===== src/rtl/apb_req_arbiter_if.sv =====
// rtl/apb_req_arbiter_if.sv - requester and apb_wrapper-side bundle for apb_req_arbiter
interface apb_req_arbiter_if #(
    parameter int addr_width = 5,
    parameter int data_width = 16,
    parameter int num_req    = 4
);
    logic [num_req-1:0]            req_valid;
    logic [num_req-1:0]            req_write;
    logic [num_req*addr_width-1:0] req_addr;
    logic [num_req*data_width-1:0] req_wdata;
    logic [num_req-1:0]            req_ready;
    logic [num_req-1:0]            rsp_valid;
    logic [data_width-1:0]         rsp_rdata;
    logic                          busy;
    logic                          transfer;
    logic [addr_width-1:0]         apb_paddr;
    logic [data_width-1:0]         apb_pwdata;
    logic                          apb_control;
    logic [data_width-1:0]         apb_prdata;

    modport slave (
        input  req_valid, req_write, req_addr, req_wdata, apb_prdata,
        output req_ready, rsp_valid, rsp_rdata, busy, transfer,
               apb_paddr, apb_pwdata, apb_control
    );

    modport master (
        output req_valid, req_write, req_addr, req_wdata, apb_prdata,
        input  req_ready, rsp_valid, rsp_rdata, busy, transfer,
               apb_paddr, apb_pwdata, apb_control
    );
endinterface


===== src/rtl/apb_req_arbiter.sv =====
// rtl/apb_req_arbiter.sv - round-robin multi-requester sequencer for apb_wrapper (APB_ARB_FIXED_PRIO_EN: fixed priority)
module apb_req_arbiter #(
    parameter int addr_width  = 5,
    parameter int data_width  = 16,
    parameter int num_req     = 4,
    parameter int xfer_cycles = 3
) (
    input  logic               pclk,
    input  logic               preset_n,
    apb_req_arbiter_if.slave   bus
);
    localparam int gw = $clog2(num_req);
    localparam int iw = gw + 1;
    localparam int cw = $clog2(xfer_cycles);

    if (xfer_cycles < 2) begin : g_bad_xfer_cycles
        $error("apb_req_arbiter: xfer_cycles must be >= 2");
    end
    if (num_req < 2 || num_req > 8) begin : g_bad_num_req
        $error("apb_req_arbiter: num_req must be in 2..8");
    end

    typedef enum logic [1:0] {IDLE, XFER, DONE} state_t;

    state_t                state_q, state_d;
    logic [gw-1:0]         last_grant;
    logic [gw-1:0]         winner;
    logic                  found;
    logic                  accept;
    logic [cw-1:0]         cnt_q;
    logic [num_req-1:0]    req_ready_c;
    logic [num_req-1:0]    rsp_valid_q;
    logic [addr_width-1:0] paddr_q;
    logic [data_width-1:0] pwdata_q;
    logic [data_width-1:0] rdata_q;
    logic                  control_q;

`ifdef APB_ARB_FIXED_PRIO_EN
    // Descending scan so the lowest valid index is the last one written.
    always_comb begin
        found  = 1'b0;
        winner = '0;
        for (int k = num_req - 1; k >= 0; k--) begin
            if (bus.req_valid[gw'(k)]) begin
                found  = 1'b1;
                winner = gw'(k);
            end
        end
    end
`else
    // Scan starts one past the previous winner and wraps at num_req.
    always_comb begin
        logic [iw-1:0] idx;
        found  = 1'b0;
        winner = '0;
        idx    = '0;
        for (int k = 0; k < num_req; k++) begin
            idx = {1'b0, last_grant} + iw'(k + 1);
            if (idx >= iw'(num_req)) idx = idx - iw'(num_req);
            if (!found && bus.req_valid[idx[gw-1:0]]) begin
                found  = 1'b1;
                winner = idx[gw-1:0];
            end
        end
    end
`endif

    assign accept = (state_q == IDLE) && found;

    always_ff @(posedge pclk or negedge preset_n) begin
        if (!preset_n) state_q <= IDLE;
        else           state_q <= state_d;
    end

    // req_ready is gated by reset so nothing is offered while the block is held.
    always_comb begin
        state_d     = state_q;
        req_ready_c = '0;
        case (state_q)
            IDLE: begin
                if (found && preset_n) begin
                    req_ready_c[winner] = 1'b1;
                    state_d             = XFER;
                end
            end
            XFER:    if (cnt_q == '0) state_d = DONE;
            DONE:    state_d = IDLE;
            default: state_d = IDLE;
        endcase
    end

    always_ff @(posedge pclk or negedge preset_n) begin
        if (!preset_n) begin
            last_grant  <= gw'(num_req - 1);
            cnt_q       <= '0;
            paddr_q     <= '0;
            pwdata_q    <= '0;
            control_q   <= 1'b0;
            rdata_q     <= '0;
            rsp_valid_q <= '0;
        end else begin
            rsp_valid_q <= '0;
            if (accept) begin
                paddr_q    <= bus.req_addr[int'(winner) * addr_width +: addr_width];
                pwdata_q   <= bus.req_wdata[int'(winner) * data_width +: data_width];
                control_q  <= bus.req_write[winner];
                cnt_q      <= cw'(xfer_cycles - 1);
                last_grant <= winner;
            end else if (state_q == XFER) begin
                if (cnt_q != '0) begin
                    cnt_q <= cnt_q - 1'b1;
                end else begin
                    if (!control_q) rdata_q <= bus.apb_prdata;
                    rsp_valid_q[last_grant] <= 1'b1;
                end
            end
        end
    end

    assign bus.req_ready   = req_ready_c;
    assign bus.rsp_valid   = rsp_valid_q;
    assign bus.rsp_rdata   = rdata_q;
    assign bus.busy        = (state_q != IDLE);
    assign bus.transfer    = (state_q == XFER);
    assign bus.apb_paddr   = paddr_q;
    assign bus.apb_pwdata  = pwdata_q;
    assign bus.apb_control = control_q;
endmodule


===== src/flat_wrapper.sv =====
// flat-port wrapper written by rule: the top's interface ports become plain ports
module apb_req_arbiter_flat 
#(
    parameter int addr_width  = 5,
    parameter int data_width  = 16,
    parameter int num_req     = 4,
    parameter int xfer_cycles = 3
)
  (pclk, preset_n, bus_req_valid, bus_req_write, bus_req_addr, bus_req_wdata, bus_apb_prdata, bus_req_ready, bus_rsp_valid, bus_rsp_rdata, bus_busy, bus_transfer, bus_apb_paddr, bus_apb_pwdata, bus_apb_control);
  apb_req_arbiter_if #(.addr_width(addr_width), .data_width(data_width), .num_req(num_req)) bus_i ();
  input  logic pclk;
  input  logic preset_n;
  input wire logic [$bits(bus_i.req_valid)-1:0] bus_req_valid;
  input wire logic [$bits(bus_i.req_write)-1:0] bus_req_write;
  input wire logic [$bits(bus_i.req_addr)-1:0] bus_req_addr;
  input wire logic [$bits(bus_i.req_wdata)-1:0] bus_req_wdata;
  input wire logic [$bits(bus_i.apb_prdata)-1:0] bus_apb_prdata;
  output wire logic [$bits(bus_i.req_ready)-1:0] bus_req_ready;
  output wire logic [$bits(bus_i.rsp_valid)-1:0] bus_rsp_valid;
  output wire logic [$bits(bus_i.rsp_rdata)-1:0] bus_rsp_rdata;
  output wire logic [$bits(bus_i.busy)-1:0] bus_busy;
  output wire logic [$bits(bus_i.transfer)-1:0] bus_transfer;
  output wire logic [$bits(bus_i.apb_paddr)-1:0] bus_apb_paddr;
  output wire logic [$bits(bus_i.apb_pwdata)-1:0] bus_apb_pwdata;
  output wire logic [$bits(bus_i.apb_control)-1:0] bus_apb_control;
  assign bus_i.req_valid = bus_req_valid;
  assign bus_i.req_write = bus_req_write;
  assign bus_i.req_addr = bus_req_addr;
  assign bus_i.req_wdata = bus_req_wdata;
  assign bus_i.apb_prdata = bus_apb_prdata;
  assign bus_req_ready = bus_i.req_ready;
  assign bus_rsp_valid = bus_i.rsp_valid;
  assign bus_rsp_rdata = bus_i.rsp_rdata;
  assign bus_busy = bus_i.busy;
  assign bus_transfer = bus_i.transfer;
  assign bus_apb_paddr = bus_i.apb_paddr;
  assign bus_apb_pwdata = bus_i.apb_pwdata;
  assign bus_apb_control = bus_i.apb_control;
  apb_req_arbiter #(.addr_width(addr_width), .data_width(data_width), .num_req(num_req), .xfer_cycles(xfer_cycles)) u_core (.pclk(pclk), .preset_n(preset_n), .bus(bus_i));
endmodule

===== config.mk =====
export PLATFORM = sky130hd
export DESIGN_NAME = apb_req_arbiter_flat
export DESIGN_NICKNAME = d
export VERILOG_FILES = /design/src/rtl/apb_req_arbiter_if.sv /design/src/rtl/apb_req_arbiter.sv /design/src/flat_wrapper.sv
export SDC_FILE = /design/constraint.sdc
export NUM_CORES = 1
export LEC_CHECK = 0
export ABC_AREA = 1
export CORE_ASPECT_RATIO = 0.7
export CORE_MARGIN = 3
export CORE_UTILIZATION = 42
export CTS_CLUSTER_SIZE = 28
export DETAILED_ROUTE_END_ITERATION = 16
export GPL_TIMING_DRIVEN = 0
export MAX_ROUTING_LAYER = met4
export PLACE_DENSITY = 0.87
export SETUP_SLACK_MARGIN = 0.02
export SLEW_MARGIN = 20
export SYNTH_ARGS = -nofsm -noshare
export SYNTH_HDL_FRONTEND = slang
export SYNTH_SLANG_ARGS = --single-unit
export TNS_END_PERCENT = 50

===== constraint.sdc =====
create_clock -name pclk -period 3.1 [get_ports pclk]
set_input_delay 0.465 -clock pclk [delete_from_list [all_inputs] [get_ports pclk]]
set_output_delay 0.465 -clock pclk [all_outputs]
set_load 0.03 [all_outputs]

# ---- Yosys cells after proc, flatten, opt, wreduce, memory -nomap -nowiden
# Cells that the tools add are included.
dict set report totals {
  output_inout_bits 48
  in_bits 110
  ff_bits 48
  elab_cells 94
}
dict set report op_classes {
  shift 2
  bitwise 3
  reduce_logical 19
  n_lt_le_gt_ge 12
  eq_ne 3
  addsub 9
  multipliers 1
  mux 37
}
# op n
set op_table {}
lappend op_table {{$shiftx A64 B7 Y16} 1}
lappend op_table {{$shiftx A20 B32 Y5} 1}
lappend op_table {{$mux W2} 13}
lappend op_table {{$mux W4} 5}
lappend op_table {{$lt A2 B3 Y1 const B} 6}
lappend op_table {{$ge A3 B3 Y1 const B} 4}
lappend op_table {{$mux W1} 11}
lappend op_table {{$bmux W1 S2} 5}
lappend op_table {{$sub A2 B1 Y2 const B} 5}
lappend op_table {{$reduce_bool A2 Y1} 4}
lappend op_table {{$logic_and A1 B1 Y1} 7}
lappend op_table {{$add A2 B2 Y3 const B} 2}
lappend op_table {{$mul A2 B3 Y5 const B} 1}
lappend op_table {{$demux W1 S2} 2}
lappend op_table {{$ge A2 B1 Y1 const B} 2}
lappend op_table {{$logic_not A2 Y1} 2}
lappend op_table {{$pmux W2 S2} 1}
lappend op_table {{$reduce_and A2 Y1} 2}
lappend op_table {{$reduce_and A4 Y1} 1}
lappend op_table {{$add A2 B1 Y3 const B} 1}
lappend op_table {{$add A2 B3 Y3 const B} 1}
lappend op_table {{$logic_not A1 Y1} 3}
lappend op_table {{$not A1 Y1} 3}
lappend op_table {{$eq A2 B1 Y1 const B} 1}
lappend op_table {{2 further kinds} 2}

# ---- Depth between registers and ports, before layout
dict set report logic_depth {
  ltp_word 21
  depth_mapped 17
  ltp_nobuf 15
}

# ---- Worst setup path after synthesis
# No wires, ideal clock.
dict set report synth_timing {
  kind {reg-to-output}
  start {register u_core.last_grant[0]}
  end {output port bus_req_ready[0]}
  stages_incl_launch_ff 14
  setup_slack_ns 0.103
  arrival_ns 2.532
  t_required_ns 2.635
  path_buffers 2
  cell_sequence {dfstp_2 buf_6 inv_4 ha_1 inv_1 nand3_2 nand2_2 nor2_1 nand2_1 nand2_1 nand2_4 nand2_2 buf_2 nor3_1}
}
dict set report synth_between {
  elab_chain_len 21
  word_cells_on_any_way 46
  cone_classes {8 x add/sub; 6 x order compare; 24 x mux; 8 x reduce/logical}
}
# item line
set synth_rtl {}
lappend synth_rtl {{start, declared} apb_req_arbiter.sv:26} ;# logic [gw-1:0] last_grant;
lappend synth_rtl {{start signal, assigned} apb_req_arbiter.sv:94} ;# last_grant <= gw'(num_req - 1);
lappend synth_rtl {{start signal, assigned} apb_req_arbiter.sv:108} ;# last_grant <= winner;
lappend synth_rtl {{$add A2 B1 Y3} apb_req_arbiter.sv:58} ;# idx = {1'b0, last_grant} + iw'(k + 1);
lappend synth_rtl {{$ge A3 B3 Y1 or $sub A2 B1 Y2 (tied branches)} apb_req_arbiter.sv:59} ;# if (idx >= iw'(num_req)) idx = idx - iw'(num_req);
lappend synth_rtl {{$mux W2} apb_req_arbiter.sv:59}
lappend synth_rtl {{$bmux W1 S2} apb_req_arbiter.sv:60} ;# if (!found && bus.req_valid[idx[gw-1:0]]) begin
lappend synth_rtl {{$mux W1 (not written as such)} apb_req_arbiter.sv:60}
lappend synth_rtl {{$mux W1} apb_req_arbiter.sv:60}
lappend synth_rtl {{$logic_not A1 Y1} apb_req_arbiter.sv:60}
lappend synth_rtl {{$logic_and A1 B1 Y1} apb_req_arbiter.sv:60}
lappend synth_rtl {{[... 5 more ...]} n/a}
lappend synth_rtl {{$logic_and A1 B1 Y1} apb_req_arbiter.sv:60}
lappend synth_rtl {{$mux W2} apb_req_arbiter.sv:60}
lappend synth_rtl {{$lt A2 B3 Y1 (not written as such) or $ge A2 B1 Y1 (tied branches)} apb_req_arbiter.sv:82} ;# req_ready_c[winner] = 1'b1;
lappend synth_rtl {{$logic_and A1 B1 Y1 (not written as such)} apb_req_arbiter.sv:82}
lappend synth_rtl {{$mux W1 (not written as such)} apb_req_arbiter.sv:82}
lappend synth_rtl {{$demux W1 S2} n/a}
lappend synth_rtl {{$mux W4 (*)} apb_req_arbiter.sv:81} ;# if (found && preset_n) begin
lappend synth_rtl {{$mux W4 (*)} apb_req_arbiter.sv:79} ;# case (state_q)
lappend synth_rtl {{end, declared} flat_wrapper.sv:18} ;# output wire logic [$bits(bus_i.req_ready)-1:0] bus_req_ready;
# Every way passes the cells marked *; elsewhere a longest branch is shown, timed or not. The select of a mux whose other input is x is not followed.

# ---- Worst setup path after layout
dict set report layout_timing {
  start {register u_core.last_grant[0]}
  end {output port bus_req_ready[3]}
}
# Same word-level chain as after synthesis.

==> run summary <==
The share of post-route cells with drive strength above 1 is 0.0849. The signed area change from the synthesized netlist to the final layout is 59.1%. The distinct cell type count after synthesis is 29. The final setup skew came out at ~3.4 ps. Buffers placed on the I/O ports in this run total 157. The starting density of the core is 0.445. The total CTS buffers came out at 5.

The cell count after synthesis is between 500 and 600. The number of register bits inferred by synthesis came out at 48. The share of the Yosys chip area taken by registers is 0.362. Dividing the detail-routed via count by the number of cells gives 4.93. The total of max-cap violations came out at 0.

In the final routed layout, each cell accounts on average for 14.2 um. After global routing the overflow that remains totals 0. The clock reaches the later pin of the worst-skew pair after 290 ps. The total via count after detailed routing came out at 3,854.

In the synthesized netlist the dominant register cell turns out to be sky130_fd_sc_hd__dfrtp_1. The clock sink count came out at 48. Power spread over the standard cell area amounts to 1280 nW/um^2. The top cell types in the final layout, fill and taps aside, are sky130_fd_sc_hd__nand2_1 (185), sky130_fd_sc_hd__clkdlybuf4s50_1 (152), sky130_fd_sc_hd__nand3_1 (107). The library cell used most frequently in the layout, excluding fill and tap cells, is sky130_fd_sc_hd__nand2_1. The most used cell along the critical path is sky130_fd_sc_hd__buf_6. The count of cells along the worst register-to-register path came out at 13.

The average size of a mapped cell came out at 6.48 sq um. The first global-routing pass estimated 17,700 um of wire. The sum of negative setup slack is 0 ps. The post-layout instance count excluding filler cells is 781. The number of warnings issued by yosys is 0.

The net count after synthesis is 629. In this run the standard cell core region covers 7480 sq um. The total iterations of the first detailed-routing run is 5. The arrival time at the worst endpoint is 2470 ps. The final HPWL from detailed placement came out at 8730 um.

The die covers 9050 sq um. The share of flip-flops with an asynchronous set or reset after synthesis came out at 1.00. The relative slew slack is 0.528. The height of the die came out at 80.5 um. Before CTS, the worst setup slack after placement is -328 ps. The repair_antennas step left the layout with diodes totalling 0. The initial antenna violation count came out at 0. The static leakage came out at roughly 2.9 nW. The run finished with clean final reports. The min-delay analysis places its worst path in the category input pin to async pin. The final instance area came out at 5300 sq um. The number of global-route vias before repair is 3,831. TritonCTS built the clock tree. The total routing usage reported by global routing came out at 0.246. STA classifies the critical path startpoint as a register. The transition time of the tightest slew-check pin is 707 ps.

The H-tree level count is 2. The pin count of the biggest net entering global routing is 30. The number of synthesized flops with an enable pin came out at 0. The worst-case IR drop observed on VDD is 0.636 mV. The slack of the worst reg-to-reg path is 580 ps. Counting I/O delays and the setup requirement, the final critical path takes 2940 ps. The highest attainable clock frequency is 340 MHz. At the end of routability-driven placement, the weighted congestion stood at approximately 0.89. After clock tree synthesis, the clock-pin slew on the worst setup and hold paths is 70 ps.

The nature of the critical path endpoint is an output port. Counting along the longest clock path gives a buffer depth of 2. Counting tap cells, the placed design contains a total of 770 instances. The total count of max-transition violations in the final report is 0.

Counting both buffers and inverters, the worst setup path holds a total of 6. The standard cell area after detailed placement is 5050 sq um. The I/O pin total is 158. In this run the critical register-to-register path is launched from u_core.last_grant[0]$_DFFE_PN1P_. The setup path with the least slack is of type register to output port. The endpoint identified for the worst register-to-register timing path is u_core.bus.apb_pwdata[10]$_DFFE_PN0P_. The library cell contributing the largest single delay on the critical path is sky130_fd_sc_hd__dfstp_2. From left edge to right edge, the die measures 112 um.

The post-route clock period utilization is 0.948. The total detailed-routing wirelength came out at 11,100 um. The number of core rows came out at 26. The DRC violation total after the first TritonRoute iteration came out at 280.

Walking the worst path, the cells encountered are buf_6 > inv_4 > ha_4 > inv_2 > nand3_2 > nand2_4 > nor2_8 > nand4_1 > nand2_2 > inv_1 > buf_6 > nor2_1 > buf_4. The critical path required time is 2630 ps. Setup repair after global routing left no endpoint under its margin. The final count of hold timing violations is 0. Tracing the worst setup path back leads to its startpoint at u_core.last_grant[0]$_DFFE_PN1P_. The setup violation total in the final timing report is 0.

Among cell families on the critical path, the largest total delay comes from simple AND/OR/NAND/NOR gates. In this run the remaining antenna-violating nets after routing total 0. The final-stage net count is 797. The tree is rooted in a sky130_fd_sc_hd__clkbuf_16. The maximum cell stage delay along the critical path came out at 560 ps. The critical-path maximum fanout came out at 10. The area of the mapped netlist came out at 3330 sq um. The final routed DRC violation total is 0. The smallest setup slack after layout is 162 ps. Hold is met by 218 ps.
-- layer usage --
layer	up-vias	track usage	wire [um]
li1	1887	-	-
met1	1769	0.306	4620
met2	179	0.423	5550
met3	19	0.0399	759
met4	0	0.0624	159
met5	-	-	0
-- stage by stage --
| stage | util | power [W] |
|---|---|---|
| global route | 0.708 | 0.00732 |
| global placement | 0.671 | 0.00571 |
| CTS | 0.701 | 0.00666 |
| floorplan | - | 0.00436 |
| finish | 0.708 | 0.00678 |
| detailed placement | 0.674 | 0.00587 |
-- kinds of logic after synthesis --
| logic type | Yosys count | synth area share |
|---|---|---|
| multiplexers | 1 | 0.00338 |
| adder cells (fa/ha/maj) | 5 | 0.0188 |
| XOR/XNOR | 1 | 0.00263 |
| flip-flops | 48 | 0.362 |
| buffers and inverters | 130 | 0.161 |
| AND/OR/NAND/NOR | 323 | 0.442 |
| AO/OA/AOI/OAI | 6 | 0.0109 |
-- sequential cells by signal (all words and copies together), names as in the netlist --
signal / cells
u_core.bus.rsp_rdata: 16
u_core.cnt_q: 2
u_core.bus.rsp_valid: 4
u_core.bus.apb_pwdata: 16
u_core.state_q: 2
u_core.last_grant: 2
u_core.bus.apb_paddr: 5
u_core.bus.apb_control: 1
-- worst max path at each step --
stage                       endpoint  slack [ps]  cells after the start
floorplan           bus_req_ready[0]         100                     13
global placement    bus_req_ready[0]       -1200                      6
detailed placement  bus_req_ready[3]        -330                     13
CTS                 bus_req_ready[2]          30                     12
global route        bus_req_ready[0]          30                     12
finish              bus_req_ready[3]         160                     13
-- cell usage after synthesis (2+ instances only) --
| library cell | n | share of area |
|---|---|---|
| sky130_fd_sc_hd__nand3_1 | 107 | 0.16 |
| sky130_fd_sc_hd__clkbuf_1 | 7 | 0.0079 |
| sky130_fd_sc_hd__nand2_2 | 5 | 0.0094 |
| sky130_fd_sc_hd__dfstp_2 | 2 | 0.016 |
| sky130_fd_sc_hd__nand2_1 | 185 | 0.21 |
| sky130_fd_sc_hd__nor2_1 | 12 | 0.014 |
| sky130_fd_sc_hd__ha_1 | 5 | 0.019 |
| sky130_fd_sc_hd__nand4_4 | 2 | 0.013 |
| sky130_fd_sc_hd__nor2_8 | 2 | 0.012 |
| sky130_fd_sc_hd__nor3_1 | 2 | 0.0030 |
| sky130_fd_sc_hd__buf_2 | 13 | 0.020 |
| sky130_fd_sc_hd__or2_0 | 2 | 0.0038 |
| sky130_fd_sc_hd__nand3_2 | 2 | 0.0060 |
| sky130_fd_sc_hd__nand2_4 | 3 | 0.010 |
| sky130_fd_sc_hd__inv_1 | 101 | 0.11 |
| sky130_fd_sc_hd__dfrtp_1 | 46 | 0.35 |
| sky130_fd_sc_hd__o21ai_0 | 3 | 0.0045 |
| sky130_fd_sc_hd__inv_4 | 2 | 0.0038 |
| sky130_fd_sc_hd__buf_6 | 3 | 0.010 |
-- repair_timing --
item                       in CTS  in global routing
setup buffers                   1                  3
setup endpoints to repair       4                  4
resized for setup              27                  8
hold buffers                    0                  0
pin swaps                       2                  3
-- worst reg2reg max path, stage by stage (launching register included) --
cell and delay, ps:
sky130_fd_sc_hd__dfstp_2 560, sky130_fd_sc_hd__buf_6 130, sky130_fd_sc_hd__inv_4 60, sky130_fd_sc_hd__ha_4 250, sky130_fd_sc_hd__inv_2 80, sky130_fd_sc_hd__nand3_1 130, sky130_fd_sc_hd__o21a_4 180, sky130_fd_sc_hd__nand4_4 160
sky130_fd_sc_hd__clkbuf_1 430, sky130_fd_sc_hd__nand3_1 150, sky130_fd_sc_hd__nand3_1 110, sky130_fd_sc_hd__nand2_1 60, sky130_fd_sc_hd__nand2_1 70, sky130_fd_sc_hd__nand2_1 50
-- layout make-up --
type / instances / area [sq um]
Sequential cell: 48 / 1200
Clock inverter: 3 / 68.8
Tap cell: 98 / 123
Fill cell: 625 / 2190
Inverter: 105 / 399
Multi-Input combinational cell: 336 / 1630
Buffer: 24 / 140
Timing Repair Buffer: 162 / 1610
Clock buffer: 5 / 125
-- power by group --
part	switching (W)	total, W	internal, W
Clock	0.000252	0.000717	0.000465
Sequential	0.000202	0.00116	0.000953
Combinational	0.00309	0.00491	0.00182
Power figures use the tool's default switching activity.
